[src/rtl/seg_pkg.sv]
// Shared seven-segment definitions for the display encoder and decoder.
// Segments are active-low; bit0 = a through bit6 = g.
package seg_pkg;

  localparam int unsigned SEG_A = 0;
  localparam int unsigned SEG_B = 1;
  localparam int unsigned SEG_C = 2;
  localparam int unsigned SEG_D = 3;
  localparam int unsigned SEG_E = 4;
  localparam int unsigned SEG_F = 5;
  localparam int unsigned SEG_G = 6;

  // All segments off.
  localparam logic [6:0] SEG_BLANK = 7'h7F;

  // Entry i is the active-low pattern for hex digit i.
  localparam logic [15:0][6:0] SEG_PATTERNS = {
    7'h0E, 7'h06, 7'h21, 7'h46, 7'h03, 7'h08, 7'h10, 7'h00,
    7'h78, 7'h02, 7'h12, 7'h19, 7'h30, 7'h24, 7'h79, 7'h40
  };

  function automatic logic [6:0] seg_encode(input logic [3:0] nibble);
    return SEG_PATTERNS[nibble];
  endfunction

endpackage

[src/rtl/seg_pattern_lookup.sv]
// Combinational inverse of the segment table: 7-bit pattern -> {hit, nibble}.
// Unrecognised patterns give hit = 0 and nibble = 0.
module seg_pattern_lookup
  import seg_pkg::*;
(
  input  logic [6:0] pattern_i,
  output logic       hit_o,
  output logic [3:0] nibble_o
);

  // Table entries are unique, so at most one iteration matches.
  always_comb begin
    hit_o    = 1'b0;
    nibble_o = 4'h0;
    for (int i = 0; i < 16; i++) begin
      if (pattern_i == SEG_PATTERNS[i]) begin
        hit_o    = 1'b1;
        nibble_o = 4'(i);
      end
    end
  end

endmodule

[src/rtl/segment_reader.sv]
// Samples a multiplexed active-low seven-segment bus, debounces each digit and
// reassembles a frame of NDIGITS hex nibbles with a one-cycle valid pulse.
module segment_reader
  import seg_pkg::*;
#(
  parameter int unsigned NDIGITS       = 4,
  parameter int unsigned STABLE_CYCLES = 4
) (
  input  logic                   clock,
  input  logic                   resetn,
  input  logic [6:0]             seg_in,
  input  logic [NDIGITS-1:0]     dig_sel,
  output logic [4*NDIGITS-1:0]   value,
  output logic                   valid,
  output logic                   frame_err
);

  localparam int unsigned CntW = $clog2(STABLE_CYCLES + 1);
  localparam logic [CntW-1:0] CntMax = CntW'(STABLE_CYCLES);

  logic [6:0]                seg_q, prev_seg_q;
  logic [NDIGITS-1:0]        sel_q, prev_sel_q;
  logic [CntW-1:0]           cnt_q, cnt_d;
  logic [NDIGITS-1:0][3:0]   shadow_q, shadow_d;
  logic [NDIGITS-1:0]        got_q, got_d;
  logic [NDIGITS-1:0]        err_q, err_d;
  logic [4*NDIGITS-1:0]      value_q, value_d;
  logic                      valid_q, valid_d;
  logic                      frame_err_q, frame_err_d;

  logic                      sel_onehot;
  logic                      changed;
  logic                      accept;
  logic                      complete;
  logic                      lk_hit;
  logic [3:0]                lk_nibble;

  seg_pattern_lookup u_lookup (
    .pattern_i (seg_q),
    .hit_o     (lk_hit),
    .nibble_o  (lk_nibble)
  );

  // Stability counter; accept fires on the single cycle the count reaches the threshold.
  always_comb begin
    sel_onehot = (sel_q != '0) && ((sel_q & (sel_q - NDIGITS'(1))) == '0);
    changed    = (seg_q != prev_seg_q) || (sel_q != prev_sel_q);
    cnt_d      = cnt_q;
    if (!sel_onehot) begin
      cnt_d = '0;
    end else if (changed) begin
      cnt_d = CntW'(1);
    end else if (cnt_q != CntMax) begin
      cnt_d = cnt_q + CntW'(1);
    end
    accept = sel_onehot && (cnt_d == CntMax) && (cnt_q != CntMax);
  end

  // Frame assembly; a capture landing in the completion cycle starts the next frame.
  always_comb begin
    complete    = &got_q;
    shadow_d    = shadow_q;
    got_d       = complete ? '0 : got_q;
    err_d       = complete ? '0 : err_q;
    value_d     = complete ? shadow_q : value_q;
    frame_err_d = complete ? (|err_q) : frame_err_q;
    valid_d     = complete;
    for (int i = 0; i < NDIGITS; i++) begin
      if (accept && sel_q[i]) begin
        shadow_d[i] = lk_nibble;
        got_d[i]    = 1'b1;
        err_d[i]    = ~lk_hit;
      end
    end
  end

  // State registers with synchronous active-low reset.
  always_ff @(posedge clock) begin
    if (!resetn) begin
      seg_q       <= '0;
      sel_q       <= '0;
      prev_seg_q  <= '0;
      prev_sel_q  <= '0;
      cnt_q       <= '0;
      shadow_q    <= '0;
      got_q       <= '0;
      err_q       <= '0;
      value_q     <= '0;
      valid_q     <= 1'b0;
      frame_err_q <= 1'b0;
    end else begin
      seg_q       <= seg_in;
      sel_q       <= dig_sel;
      prev_seg_q  <= seg_q;
      prev_sel_q  <= sel_q;
      cnt_q       <= cnt_d;
      shadow_q    <= shadow_d;
      got_q       <= got_d;
      err_q       <= err_d;
      value_q     <= value_d;
      valid_q     <= valid_d;
      frame_err_q <= frame_err_d;
    end
  end

  assign value     = value_q;
  assign valid     = valid_q;
  assign frame_err = frame_err_q;

endmodule

[config.mk]
export PLATFORM = sky130hd
export DESIGN_NAME = segment_reader
export DESIGN_NICKNAME = d
export VERILOG_FILES = /design/src/rtl/seg_pkg.sv /design/src/rtl/seg_pattern_lookup.sv /design/src/rtl/segment_reader.sv
export SDC_FILE = /design/constraint.sdc
export NUM_CORES = 1
export LEC_CHECK = 0
export BUFFER_PORTS_ARGS = -buffer_cell sky130_fd_sc_hd__buf_4
export CAP_MARGIN = 20
export CORE_UTILIZATION = 52
export CTS_CLUSTER_DIAMETER = 50
export DETAILED_ROUTE_END_ITERATION = 8
export GPL_ROUTABILITY_DRIVEN = 0
export HOLD_SLACK_MARGIN = 0.15
export PLACE_DENSITY = 0.75
export SLEW_MARGIN = 20
export SYNTH_ARGS = -nofsm -noshare
export SYNTH_HDL_FRONTEND = slang
export SYNTH_SLANG_ARGS = --single-unit
[constraint.sdc]
create_clock -name clock -period 2.2 [get_ports clock]
set_input_delay 0.22 -clock clock [delete_from_list [all_inputs] [get_ports clock]]
set_output_delay 0.22 -clock clock [all_outputs]
set_load 0.05 [all_outputs]
# Yosys cells after proc, flatten, opt, wreduce, memory -nomap -nowiden
# Index checks and enable logic that the tools add are counted.
[classes] n_addsub=2 n_eq_ne=19 n_mux=43 n_bitwise=2 reduce_logical=17
[ops] cell="4-bit 2-to-1 mux" n=9
[ops] cell="7-bit == test, second input constant" n=4
[ops] cell="1-bit 2-to-1 mux" n=25
[ops] cell="7-bit by 5-bit == test with 1-bit output, second input constant" n=3
[ops] cell="7-bit by 6-bit == test with 1-bit output, second input constant" n=3
[ops] cell="3-bit 2-to-1 mux" n=7
[ops] cell="7-bit by 2-bit == test with 1-bit output, second input constant" n=2
[ops] cell="7-bit by 4-bit == test with 1-bit output, second input constant" n=2
[ops] cell="2-bit nonzero test" n=4
[ops] cell="7-bit by 3-bit == test with 1-bit output, second input constant" n=1
[ops] cell="1-bit logical AND" n=7
[ops] cell="7-bit logical NOT" n=1
[ops] cell="7-bit inequality test" n=1
[ops] cell="4-bit AND" n=1
[ops] cell="4-bit logical NOT" n=1
[ops] cell="2-bit 2-to-1 mux" n=2
[ops] cell="4-bit inequality test" n=1
[ops] cell="4-bit AND reduction" n=1
[ops] cell="4-bit nonzero test" n=1
[ops] cell="4-bit OR reduction" n=1
[ops] cell="4-bit by 1-bit subtractor with 4-bit output, second input constant" n=1
[ops] cell="3-bit by 1-bit adder with 3-bit output, second input constant" n=1
[ops] cell="3-bit == test, second input constant" n=1
[ops] cell="3-bit inequality test, second input constant" n=1
[ops] cell="other kinds (2)" n=2
[word_totals] regBits=67 in_bits=13 output_inout_bits=18 word_cells=103

# Logic depth before layout (Yosys ltp)
# Gate-level depths: netlist of the first run.
[logic_depth] ltp_word=19 ltp_mapped=8 mapped_depth_nobuf=8

# Modules after synthesis
# A second synthesis of the first run with hierarchy kept.
[unflattened] cells_unflattened=309 hier_area_um2=2817.7
[by_module_without_submodules] mod="segment_reader" instances=1 cells_per_inst=254 area_each_um2=2488.6 seq_area_each_um2=1341.3
[by_module_without_submodules] mod="seg_pattern_lookup" instances=1 cells_per_inst=55 area_each_um2=329.1 seq_area_each_um2=0.0

# Worst setup path before layout of the first run
# Ideal clock, no wire load.
[synth_timing] path_type="register -> register" start="register cnt_q[0]" end="register shadow_q[15] in the netlist's numbering" setup_time_ps=116 t_arrival_ps=2038 required_ps=2084 setup_slack_ps=46 stages_incl_launch_ff=9 n_path_buf=0 period_less_slack_ps=2154 cell_sequence="dfxtp_1 inv_1 ha_1 nor3b_1 o2111a_1 nand4_4 nor4b_4 mux2i_1 nor2b_1"
[synth_via] elab_chain_cells=8 word_cells_on_any_way=9 classes_between="add/sub (1); eq/ne (2); mux (3); reduce/logical (3)"
[synth_rtl] item="start: declaration" line="segment_reader.sv:23" text="logic [CntW-1:0] cnt_q, cnt_d;"
[synth_rtl] item="start signal: assignment" line="segment_reader.sv:96" text="cnt_q <= cnt_d;"
[synth_rtl] item="3-bit by 1-bit adder with 3-bit output / 3-bit inequality test (equally long branches)" line="segment_reader.sv:54, segment_reader.sv:53, segment_reader.sv:56"
[synth_rtl] item="3-bit 2-to-1 mux" line="segment_reader.sv:53" text="end else if (cnt_q != CntMax) begin"
[synth_rtl] item="3-bit 2-to-1 mux" line="segment_reader.sv:51" text="end else if (changed) begin"
[synth_rtl] item="3-bit 2-to-1 mux" line="segment_reader.sv:49" text="if (!sel_onehot) begin"
[synth_rtl] item="3-bit == test" line="segment_reader.sv:56" text="accept = sel_onehot && (cnt_d == CntMax) && (cnt_q != CntMax);"
[synth_rtl] item="1-bit logical AND" line="segment_reader.sv:56"
[synth_rtl] item="1-bit logical AND (*)" line="segment_reader.sv:56"
[synth_rtl] item="1-bit logical AND (*)" line="segment_reader.sv:69" text="if (accept && sel_q[i]) begin"
[synth_rtl] item="end signal: assignment" line="segment_reader.sv:97" text="shadow_q <= shadow_d;"
[synth_rtl] item="end: declaration" line="segment_reader.sv:24" text="logic [NDIGITS-1:0][3:0] shadow_q, shadow_d;"
# Every way passes the cells marked *; elsewhere a longest branch is shown, timed or not.
# A chain may end at the register's enable or synchronous reset.

# Worst setup path after layout of the first run
[layout_timing] start="register cnt_q[0]" end="register shadow_q[12] in the netlist's numbering"
# Same word-level chain as after synthesis.

==> results of run 1 <==
==> how the worst max path moves through the flow <==
stage / to / slack [ps]
floorplan: shadow_q[15]$_SDFFE_PN0P_ / 50
global placement: shadow_q[12]$_SDFFE_PN0P_ / 50
detailed placement: shadow_q[12]$_SDFFE_PN0P_ / -60
CTS: shadow_q[12]$_SDFFE_PN0P_ / 10
global route: shadow_q[12]$_SDFFE_PN0P_ / 5
finish: shadow_q[12]$_SDFFE_PN0P_ / 110
==> critical path, cell delays in order, from the launching register on <==
cell and delay (ps):
dfxtp_2 340, inv_1 70, ha_2 200, nor3b_2 200
o2111a_1 250, nand4_4 170, nor4b_4 320, buf_6 170
mux2i_2 220, nor2b_1 60
==> cells in the mapped netlist, types with 2 or more instances <==
master	instances	area share [%]
nor3_1	5	0.85
nor4_1	2	0.42
xnor2_1	2	0.59
xor2_1	12	3.6
nor4b_4	3	2.4
a21oi_1	6	1.0
nor3b_1	4	1.0
a21boi_0	17	4.3
clkbuf_1	17	2.2
mux2i_1	20	6.8
and2_1	26	5.5
nand3_1	7	1.2
nand4_1	2	0.42
o41ai_1	2	0.59
ha_1	2	0.85
nor2b_1	24	5.1
inv_1	6	0.76
o21ai_0	7	1.2
nor4_4	2	1.4
nor2_1	9	1.1
dfxtp_1	67	46
nand2_1	44	5.6
==> sequential cells by signal (all words and copies together) (netlist names), 4 cells and up <==
signal	cells
shadow_q	16
value	16
prev_seg_q	7
seg_q	7
err_q	4
got_q	4
prev_sel_q	4
sel_q	4
==> per-layer routing <==
metal,GRT usage (%),vias to the layer above
met4,13.6,0
met2,33.7,55
li1,-,1141
met1,25.2,1056
met5,0,-
met3,3.69,17
==> power groups by stage <==
stage / sequential, W / clock (W) / combinational (W)
after floorplan: 0.00127 / 0 / 0.000145
after global placement: 0.00128 / 0 / 0.000196
after detailed placement: 0.00128 / 0 / 0.000199
after CTS: 0.00125 / 0.00115 / 0.000217
after global routing: 0.00125 / 0.00120 / 0.000241
final: 0.00125 / 0.00112 / 0.000219
==> cell type report <==
class / count / area [um^2]
multi-input cells: 216 / 1510
clock inverters: 4 / 73.8
inverters: 6 / 22.5
fillers: 456 / 1800
well taps: 72 / 90.1
repair buffers: 62 / 497
flip-flops and latches: 67 / 1340
clock buffers: 12 / 145
==> stage by stage <==
| stage | total power (W) | TNS [ps] | util, % | setup slack (ps) | hold WS [ps] |
|---|---|---|---|---|---|
| 6_report | 0.00259 | 0 | 67.2 | 112 | 240 |
| 5_1_grt | 0.00269 | 0 | 67.2 | 4.59 | 245 |
| 4_1_cts | 0.00261 | 0 | 66.7 | 11.2 | 233 |
| 3_5_place_dp | 0.00148 | -121 | 60.5 | -57.0 | 431 |
| 3_3_place_gp | 0.00147 | 0 | 60.5 | 47.5 | 428 |
| 2_1_floorplan | 0.00142 | 0 | - | 46.2 | 347 |
==> cell families (layout without fill, tap and decap cells) <==
group	Yosys count	count (layout)	share of synthesized area [%]
simple gates	139	139	28.8
xor+xnor	15	15	4.71
flops	67	67	45.5
fa+ha+maj	2	2	0.849
buf+inv	27	84	3.86
mux	20	20	6.79
compound gates	40	40	9.47
==> timing repair <==
item | 4_1_cts | 5_1_grt
pin swaps | 0 | 3
hold buffers | 11 | 0
cloned | 0 | 0
resized for setup | 2 | 4
setup buffers | 0 | 2
setup endpoints to repair | 10 | 15
endpoints found under the hold margin | 11 | 0
==> results.ini, run 1 <==
[critical_path]
startpoint_type = register
crit_fanout = 6
r2r_start = cnt_q[0]$_SDFF_PN0_
r2r_setup_slack_ps = 110
crit_type = reg2reg
arrival_ps = 2320
r2r-end = shadow_q[12]$_SDFFE_PN0P_
worstSetupEndpointType = register
rr_worst_depth = 9
cp.required_ps = 2440
crit_path_start = cnt_q[0]$_SDFF_PN0_

[global_routing]
grt_pass1_wl_mm = 9.52
grt_max_degree = 42
grt_util_all_layers_pct = 20.8
overflow = 0
grt_pass1_vias = 2082
antenna_found_initial = 0

[timing]
relSlewSlack_pct = 71.0
fmax_mhz = 479
finalHoldViolations = 0
period_minus_slack_ps = 2090
finalCritPeriodShare_pct = 94.9
drv_slew = 0
fin_skew_ps = 9.23
worst_pin_slew_ps = 430
setup_viol = 0
rsz0062_at_grt = no

[floorplanning]
fp.dieH_um = 77.3
die_area_um2 = 5970
rows = 27
die-width_um = 77.3
io_pins = 31
initial_utilization_pct = 53.8
core_area_um2 = 5470

[detailed_routing]
via_per_inst = 5.17
wl_met2_mm = 2.75
num_vias = 2269
routed_wl_mm = 5.68
wl_met3_um = 256
avgRoutedWirePerCell_um = 12.9
drt-initial-drc-count = 96
drc = 0
top_layer = met4
wl_met1_mm = 2.50
drt_pass1_iterations = 4
ant_nets = 0

[yosys]
syn_nets = 325
ys_seq_elements = 67
ys.flop_type = dfxtp_1
ys_seq_area_share_pct = 45.5
async_reset_ff_share_pct = 0
syn_avg_cell_area_um2 = 9.51
ys_types = 46
syn_inst = 310
synth_edf_count = 0
yosysWarnings = 0
synth_area_um2 = 2950

[clock_network]
clk_pin_slew_ps = 70
cts_buffers = 9
h-tree-depth = 3
clock_latency_ps = 350
cts-root-buf = clkbuf_8
clkSinkCount = 67
cts_buffer_depth = 2
cts_tree = yes

[power]
pwr-share-seq_pct = 48.2
p_int_w = 0.00201
power_leakage_nw = 1.40
powerDensity_nw_per_um2 = 704
combPwrFrac_pct = 8.4
switching_share_pct = 22.3
switching_power_w = 0.000577
ir_drop_mv = 0.403
clkPwrFrac_pct = 43.3

[place]
hpwl_mm = 3.73
place_inst = 410
dpl_cell_area_um2 = 3310
io_buffers = 30

[finish]
nNetsFinal = 377
layout_common_cells = 66 x dfxtp_1, 50 x buf_4, 44 x nand2_1, 26 x and2_1, 23 x nor2b_1
final_cell_area_um2 = 3680
final_common_cell = dfxtp_1
antennaDiodeCount = 0
areaGrowthSynthToFinish_pct = 24.8
drive_above_1_share_pct = 21.8
final_cell_count_no_fill = 439

[flow_run]
max-cap-violations = 0

[hold_path]
hold_start = resetn
worstHoldEndpoint = value[14]$_SDFFE_PN0P_
hold_depth = 2
hold_class = in2reg

[status]
status = finished clean

Note: power is estimated with default switching activity, not from simulation.
==> run 2: changes to the inputs <==
Settings changed: CORE_UTILIZATION 52 to 50, PLACE_DENSITY 0.75 to 0.72.
==> run 2 against run 1 <==
  * Fmax increased by 0.49%
  * Routed wire length down 3.5%
  * Clock power is 9% higher
  * Worst setup slack better by 10 ps
  * Critical path depth stayed put
  * Design area is 0.20% higher
  * Total power is 3.5% higher
  * First-iteration DRC count down 27%
==> results.ini, run 2 (synthesis results as in run 1) <==
[floorplanning]
core_area_um2 = 5610  ; was 5470 um^2
die_area_um2 = 6200  ; was 5970 um^2
initial_utilization_pct = 52.5  ; was 53.8%
die-width_um = 78.8  ; was 77.3 um
rows = 27  ; unchanged
fp.dieH_um = 78.8  ; was 77.3 um
io_pins = 31  ; unchanged

[critical_path]
worstSetupEndpointType = register  ; unchanged
startpoint_type = register  ; unchanged
arrival_ps = 2310  ; was 2320 ps
crit_fanout = 6  ; unchanged
crit_type = reg2reg  ; unchanged
cp.required_ps = 2430  ; was 2440 ps

[global_routing]
grt_pass1_wl_mm = 9.36  ; was 9.52 mm
grt_pass1_vias = 2141  ; was 2082
grt_util_all_layers_pct = 19.5  ; was 20.8%
antenna_found_initial = 0  ; unchanged
grt_max_degree = 66  ; was 42
overflow = 0  ; unchanged

[timing]
fin_skew_ps = 7.45  ; was 9.23 ps
finalCritPeriodShare_pct = 94.4  ; was 94.9%
finalHoldViolations = 0  ; unchanged
period_minus_slack_ps = 2080  ; was 2090 ps
fmax_mhz = 481  ; was 479 MHz
setup_viol = 0  ; unchanged
relSlewSlack_pct = 57.9  ; was 71.0%
drv_slew = 0  ; unchanged
timing.final.ws_setup_ps = 122  ; was 112 ps
worst_pin_slew_ps = 623  ; was 430 ps

[clock_network]
h-tree-depth = 3  ; unchanged
cts_buffers = 9  ; unchanged
cts-root-buf = clkbuf_8  ; unchanged
cts_buffer_depth = 2  ; unchanged
clock_latency_ps = 340  ; was 350 ps
cts_tree = yes  ; unchanged
clkSinkCount = 67  ; unchanged
clk_pin_slew_ps = 70  ; about the same

[finish]
antennaDiodeCount = 0  ; unchanged
final_cell_area_um2 = 3680  ; about the same
final_cell_count_no_fill = 437  ; was 439
drive_above_1_share_pct = 21.1  ; was 21.8%
final_common_cell = dfxtp_1  ; unchanged
fill_cells = 488  ; was 456
nNetsFinal = 375  ; was 377
areaGrowthSynthToFinish_pct = 25.0  ; was 24.8%
layout_common_cells = 66 x dfxtp_1, 47 x buf_4, 44 x nand2_1, 26 x and2_1, 24 x nor2b_1  ; was 66 x dfxtp_1, 50 x buf_4, 44 x nand2_1, 26 x and2_1, 23 x nor2b_1

[power]
power_leakage_nw = 1.41  ; was 1.40 nW
ir_drop_mv = 0.631  ; was 0.403 mV
powerDensity_nw_per_um2 = 728  ; was 704 nW/um^2
power_w = 0.00268  ; was 0.00259 W

[place]
dpl_cell_area_um2 = 3310  ; about the same
place_inst = 409  ; was 410
hpwl_mm = 3.69  ; was 3.73 mm
pre_cts_ws_ps = -47.1  ; was -57.0 ps
io_buffers = 30  ; unchanged

[detailed_routing]
drc = 0  ; unchanged
via_per_inst = 5.01  ; was 5.17
avgRoutedWirePerCell_um = 12.5  ; was 12.9 um
ant_nets = 0  ; unchanged
num_vias = 2189  ; was 2269
drt_pass1_iterations = 4  ; unchanged
routed_wl_mm = 5.48  ; was 5.68 mm
drt-initial-drc-count = 70  ; was 96

[status]
status = finished clean  ; unchanged

[hold_path]
hold_class = in2reg  ; unchanged

[flow_run]
max-cap-violations = 0  ; unchanged

## run 2: layer usage
metal  vias to the layer above  global-route usage [%]  routed length, um
met5                         -                       0                  0
met4                         0                    8.33                101
met3                        11                    4.14                151
met2                        33                    33.3               2670
met1                      1010                    23.7               2560
li1                       1135                       -                  -
## run 2: worst max-delay path, cell delays in order, from the launching register on
cell      delay [ps]
dfxtp_2          350
inv_1             70
ha_1             230
nor3b_2          200
o2111a_1         250
nand4_4          170
nor4b_4          240
buf_4            200
mux2i_1          200
nor2b_1           60
## run 2: worst paths after layout
check | startpoint | end | slack [ps] | cells after the start
worst min register to register | value[11]$_SDFFE_PN0P_ | value[11]$_SDFFE_PN0P_ | 470 | 2
worst max-delay path | cnt_q[0]$_SDFF_PN0_ | shadow_q[5]$_SDFFE_PN0P_ | 120 | 9
worst max register to register | cnt_q[0]$_SDFF_PN0_ | shadow_q[5]$_SDFFE_PN0P_ | 120 | 9
worst min-delay path | resetn | value[3]$_SDFFE_PN0P_ | 380 | 2
## run 2: area by class of cell
type	count	area (um^2)	area share, %
sequential	67	1340	36.4
inverter	6	22.5	0.611
tap	72	90.1	2.45
clock buffer	13	179	4.86
timing repair buffer	60	485	13.2
multi-input combinational	216	1500	40.6
clock inverter	3	67.6	1.83
## run 2: report_power, final
group | internal, W | total [W] | switching [W]
logic | 0.000107 | 0.000216 | 0.000109
clock network | 0.000762 | 0.00122 | 0.000453
registers | 0.00123 | 0.00125 | 0.0000163
total | 0.00210 | 0.00268 | 0.000578
## run 2: what timing repair did
| item | in CTS | in global routing |
|---|---|---|
| gates resized for setup | 1 | 3 |
| hold buffers | 11 | 0 |
| endpoints found under the setup margin | 15 | 16 |
| endpoints found under the hold margin | 11 | 0 |
| buffers inserted | 0 | 1 |
| pin swaps | 0 | 3 |
## run 2: through the flow
stage | utilization (%) | hold WS [ps] | setup TNS, ps
after floorplan | - | 347 | 0
after global placement | 58.9 | 428 | 0
after detailed placement | 58.9 | 431 | -438
after CTS | 65.4 | 382 | 0
after global routing | 65.7 | 412 | -2.75
final | 65.7 | 379 | 0
